$ cat src/rtl/cam_testmode_wr_if.sv
// Register-write request channel between the test-mode writer and the shared SCCB master.
// valid/ready: a write transfers on a cycle where wr_valid & wr_ready; addr/data hold until then.
interface cam_testmode_wr_if;
    logic       wr_valid;
    logic       wr_ready;
    logic [7:0] wr_addr;
    logic [7:0] wr_data;
    logic       wr_done;

    modport master (output wr_valid, output wr_addr, output wr_data,
                    input  wr_ready, input  wr_done);
    modport slave  (input  wr_valid, input  wr_addr, input  wr_data,
                    output wr_ready, output wr_done);
endinterface

$ cat src/rtl/cam_testmode_wr.sv
// Converts the requested test_mode level into two OV7670 scaling-register writes
// (0x70, 0x71 bit7 = colour bar) and reports the mode once a frame has settled.
module cam_testmode_wr #(
    parameter logic [7:0]  C_XSC_BASE = 8'h3A,
    parameter logic [7:0]  C_YSC_BASE = 8'h35,
    parameter int unsigned C_TIMEOUT  = 250_000,
    parameter int unsigned C_SETTLE   = 1_000_000
) (
    input  logic                     clk,
    input  logic                     rstn,
    input  logic                     init_done,
    input  logic                     test_mode,
    cam_testmode_wr_if.master        bus,
    output logic                     busy,
    output logic                     mode_applied,
    output logic                     err,
    output logic [2:0]               dbg_state
);

    localparam int unsigned C_MAX = (C_TIMEOUT > C_SETTLE) ? C_TIMEOUT : C_SETTLE;
    localparam int unsigned TW    = (C_MAX > 1) ? $clog2(C_MAX) : 1;
    localparam logic [TW-1:0] TO_LAST  = TW'(C_TIMEOUT - 1);
    localparam logic [TW-1:0] SET_LAST = TW'(C_SETTLE - 1);

    typedef enum logic [2:0] {
        S_IDLE   = 3'd0,
        S_WR_X   = 3'd1,
        S_WAIT_X = 3'd2,
        S_WR_Y   = 3'd3,
        S_WAIT_Y = 3'd4,
        S_SETTLE = 3'd5
    } state_t;

    state_t         state_q, state_d;
    logic           tgt_q, tgt_d;
    logic           mode_q, mode_d;
    logic           err_q, err_d;
    logic [TW-1:0]  timer_q, timer_d;

    always_comb begin
        state_d = state_q;
        tgt_d   = tgt_q;
        mode_d  = mode_q;
        err_d   = err_q;
        timer_d = timer_q;
        if (state_q == S_WAIT_X || state_q == S_WAIT_Y || state_q == S_SETTLE)
            timer_d = timer_q + 1'b1;

        case (state_q)
            S_IDLE: begin
                if (init_done && (test_mode != mode_q)) begin
                    tgt_d   = test_mode;
                    state_d = S_WR_X;
                end
            end
            S_WR_X: if (bus.wr_ready) state_d = S_WAIT_X;
            S_WAIT_X: begin
                // A done pulse on the last timeout cycle still counts as success.
                if (bus.wr_done) begin
                    state_d = S_WR_Y;
                end else if (timer_q == TO_LAST) begin
                    err_d   = 1'b1;
                    state_d = S_IDLE;
                end
            end
            S_WR_Y: if (bus.wr_ready) state_d = S_WAIT_Y;
            S_WAIT_Y: begin
                if (bus.wr_done) begin
                    state_d = S_SETTLE;
                end else if (timer_q == TO_LAST) begin
                    err_d   = 1'b1;
                    state_d = S_IDLE;
                end
            end
            S_SETTLE: begin
                if (timer_q == SET_LAST) begin
                    mode_d  = tgt_q;
                    state_d = S_IDLE;
                end
            end
            default: state_d = S_IDLE;
        endcase

        if (state_d != state_q)
            timer_d = '0;
    end

    always_ff @(posedge clk or negedge rstn) begin
        if (!rstn) begin
            state_q <= S_IDLE;
            tgt_q   <= 1'b0;
            mode_q  <= 1'b0;
            err_q   <= 1'b0;
            timer_q <= '0;
        end else begin
            state_q <= state_d;
            tgt_q   <= tgt_d;
            mode_q  <= mode_d;
            err_q   <= err_d;
            timer_q <= timer_d;
        end
    end

    // Request fields decode straight from state, so reset clears them without a clock.
    always_comb begin
        bus.wr_valid = 1'b0;
        bus.wr_addr  = 8'h00;
        bus.wr_data  = 8'h00;
        case (state_q)
            S_WR_X: begin
                bus.wr_valid = 1'b1;
                bus.wr_addr  = 8'h70;
                bus.wr_data  = C_XSC_BASE & 8'h7F;
            end
            S_WR_Y: begin
                bus.wr_valid = 1'b1;
                bus.wr_addr  = 8'h71;
                bus.wr_data  = {tgt_q, C_YSC_BASE[6:0]};
            end
            default: ;
        endcase
    end

    assign busy         = (state_q != S_IDLE);
    assign mode_applied = mode_q;
    assign err          = err_q;
    assign dbg_state    = state_q;

endmodule

$ cat src/flat_wrapper.sv
// flat-port wrapper written by rule: the top's interface ports become plain ports
module cam_testmode_wr_flat 
#(
    parameter logic [7:0]  C_XSC_BASE = 8'h3A,
    parameter logic [7:0]  C_YSC_BASE = 8'h35,
    parameter int unsigned C_TIMEOUT  = 250_000,
    parameter int unsigned C_SETTLE   = 1_000_000
)
  (clk, rstn, init_done, test_mode, busy, mode_applied, err, dbg_state, bus_wr_valid, bus_wr_addr, bus_wr_data, bus_wr_ready, bus_wr_done);
  cam_testmode_wr_if bus_i ();
  input  logic clk;
  input  logic rstn;
  input  logic init_done;
  input  logic test_mode;
  output logic busy;
  output logic mode_applied;
  output logic err;
  output logic [2:0] dbg_state;
  output wire logic [$bits(bus_i.wr_valid)-1:0] bus_wr_valid;
  output wire logic [$bits(bus_i.wr_addr)-1:0] bus_wr_addr;
  output wire logic [$bits(bus_i.wr_data)-1:0] bus_wr_data;
  input wire logic [$bits(bus_i.wr_ready)-1:0] bus_wr_ready;
  input wire logic [$bits(bus_i.wr_done)-1:0] bus_wr_done;
  assign bus_wr_valid = bus_i.wr_valid;
  assign bus_wr_addr = bus_i.wr_addr;
  assign bus_wr_data = bus_i.wr_data;
  assign bus_i.wr_ready = bus_wr_ready;
  assign bus_i.wr_done = bus_wr_done;
  cam_testmode_wr #(.C_XSC_BASE(C_XSC_BASE), .C_YSC_BASE(C_YSC_BASE), .C_TIMEOUT(C_TIMEOUT), .C_SETTLE(C_SETTLE)) u_core (.clk(clk), .rstn(rstn), .init_done(init_done), .test_mode(test_mode), .bus(bus_i), .busy(busy), .mode_applied(mode_applied), .err(err), .dbg_state(dbg_state));
endmodule
$ cat config.mk
export PLATFORM = sky130hd
export DESIGN_NAME = cam_testmode_wr_flat
export DESIGN_NICKNAME = d
export VERILOG_FILES = /design/src/rtl/cam_testmode_wr_if.sv /design/src/rtl/cam_testmode_wr.sv /design/src/flat_wrapper.sv
export SDC_FILE = /design/constraint.sdc
export NUM_CORES = 1
export LEC_CHECK = 0
export ABC_AREA = 1
export CAP_MARGIN = 25
export CORE_MARGIN = 4
export CORE_UTILIZATION = 58
export CTS_BUF_LIST = sky130_fd_sc_hd__clkbuf_8
export DETAILED_ROUTE_END_ITERATION = 10
export PLACE_DENSITY = 0.82
export SETUP_SLACK_MARGIN = 0.2
export SLEW_MARGIN = 10
export SYNTH_ARGS = -nofsm -noshare
export SYNTH_HDL_FRONTEND = slang
export SYNTH_SLANG_ARGS = --single-unit
$ cat constraint.sdc
create_clock -name clk -period 3.96 [get_ports clk]
set_input_delay 0.99 -clock clk [delete_from_list [all_inputs] [get_ports clk]]
set_output_delay 0.99 -clock clk [all_outputs]
set_load 0.03 [all_outputs]
==> metrics.cfg <==
[status]
status = completed

[critical_path]
r2r_cells = 10
startpoint_type = flip-flop
r2r-end = u_core.timer_q[1]
worstReg2RegStart = u_core.dbg_state[0]
endpoint_kind = output port
crit_type = reg2out
crit_arrival_ns = 2.05
path_max_fanout = 7
rrSetupSlack_ns = 1.77
worstPathRequired_ns = 2.97

[final_layout]
fin_area_um2 = 1990
syn2layout_area_growth_pct = 12.8
antenna_cells = 0
fin_nets = 256
fin_util_pct = 70.3
layout-drive-gt1-share_pct = 13.7

[synth]
yosys.cell_count.top_type = nand2_1
async_flop_share_pct = 100
synth_top_cells_by_count = nand2_1 (46), nor2_1 (38), inv_1 (35)
synth_warnings = 0
syn-cell-area_um2 = 1760
yosys_register_bits = 26
ys_seq_area_share_pct = 36.9
synthTopCellsByArea = dfrtp_1 (37%), nand2_1 (9.8%), nor2_1 (8.1%)
syn_area_per_cell_um2 = 7.63
synth_cell_types = 34
synth_cells = 231
synth-main-ff-cell = dfrtp_1
yosysTopAreaCellShare_pct = 36.9
yosys.area.top_type = dfrtp_1
synth-edff-count = 0

[placement]
numPortBuffers = 23
place_area_um2 = 1930
place_congestion = 0.847
hpwlAfterDp_um = 2670

[timing]
tightest_slew_ns = 0.560
hold_violations = 0
rsz0062_at_grt = no
skew_ns = 0.0126
holdWs_ns = 0.495
final-max-slew-violation-count = 0
fmax_mhz = 329
post-route-period-util_pct = 76.7
setup_viol = 0
setup_tns_ns = 0
min_period_ns = 3.04
slew_headroom_pct = 62.6

[drt]
route.detailed.drc = 0
ant_nets = 0
vias_per_cell = 5.16
wire_per_inst_um = 12.4
drtIter0Drc = 66
firstDrtPassIters = 4
via_count = 1439
routed_wl_um = 3470

[power]
pwr_density_cell_nw_per_um2 = 231
p_leak_uw = 0.000974
vdd_drop_max_mv = 0.180

[cts]
clk_latency_ns = 0.28
cts_htree_levels = 1
post_cts_buffers = 0
clock-sinks = 26
tritoncts = built
root_buffer = clkbuf_8
post_cts_resized = 0
numCtsBuffers = 3
clockBufferDepth = 2
cts_hold_buffers = 0
path_clk_slew_ns = 0.10

[die]
io_pins = 29
dieArea_um2 = 3990
core-area_um2 = 2830
initial_core_util_pct = 62.3
chipWidth_um = 63.1
die_h_um = 63.1
num_rows = 19

[grt]
grt_overflow = 0
grtUsageTotal_pct = 19.6
grt_pass1_wl_um = 6260
antenna_found_initial = 0
grt_pass1_vias = 1432
grt_max_degree = 27

[job]
max_cap_viol_count = 0

[hold_path]
min-delay-start = u_core.err
hp-class = reg2reg
holdPathStages = 1
holdPathEnd = u_core.err

## where the power goes
group | switching [uW] | internal (uW) | leakage [uW]
sequential | 0.237 | 266 | 0.000335
clock | 84.0 | 89.0 | 0.0000288
combinational | 13.7 | 5.95 | 0.000610
## worst max-delay path, stage by stage (launching register included)
cell	delay, ns
dfrtp_1	0.47
inv_2	0.10
nand2_2	0.07
nor2_1	0.25
inv_1	0.10
nor2_1	0.10
clkdlybuf4s50_1	0.68
## placed cells by master (no fill, tap or decap), types with 2 or more instances in the layout
master and n:
a21oi_1 2, a21oi_2 2, clkbuf_8 4, clkdlybuf4s50_1 23
conb_1 5, dfrtp_1 26, inv_1 35, inv_2 3
nand2_1 46, nand3_1 14, nand3_2 2, nand4_1 2
nor2_1 38, nor2_2 4, nor2_4 2, nor3_1 4
nor3_2 8, nor4_1 2, o211ai_1 2, o21ai_1 2
xor2_1 8
## worst max-delay path by stage
stage	from	to	slack [ns]	cells after the start
after floorplan	u_core.dbg_state[0]	bus_wr_data[7]	1.15	4
after global placement	test_mode	u_core.timer_q[16]	1.10	9
after detailed placement	test_mode	u_core.timer_q[1]	1.01	9
after CTS	u_core.dbg_state[2]	bus_wr_data[7]	0.91	6
after global routing	u_core.dbg_state[2]	bus_wr_data[7]	0.79	6
final	u_core.dbg_state[2]	bus_wr_data[7]	0.92	6
## state kept, by name, summed over array words and instances (netlist names)
register / flops
u_core.timer_q: 20
u_core.dbg_state: 3
u_core.err: 1
u_core.mode_applied: 1
u_core.tgt_q: 1
## layer usage
metal	track usage, %	share of wire, %	vias to the layer above
met4	7.71	1.9	0
li1	-	-	735
met3	3.02	4.3	6
met1	25.3	46	658
met5	0	0	-
met2	32.8	47	40
## metrics by stage
step	setup WS, ns	power, uW	instances
final	0.921	459	279
after global routing	0.786	478	279
after CTS	0.910	462	279
after detailed placement	1.01	291	275
after global placement	1.10	291	275
after floorplan	1.15	283	235
## logic make-up (layout without fill, tap and decap cells)
logic type,Yosys count,after routing,synth area share (%)
multiplexers,1,1,0.639
flip-flops,26,26,36.9
AO/OA/AOI/OAI,11,11,4.61
adder cells (fa/ha/maj),1,1,0.710
XOR/XNOR,9,9,4.47
AND/OR/NAND/NOR,129,129,37.5
other,1,5,0.213
buffers and inverters,53,66,14.9
## final cells by class
| cell class | count | area, um2 |
|---|---|---|
| Clock buffer | 4 | 55.1 |
| Fill cell | 234 | 840 |
| Inverter | 38 | 143 |
| Multi-Input combinational cell | 156 | 865 |
| Sequential cell | 26 | 651 |
| Tap cell | 31 | 38.8 |
| Timing Repair Buffer | 24 | 238 |
No activity file was read; power rests on OpenSTA's default activity.
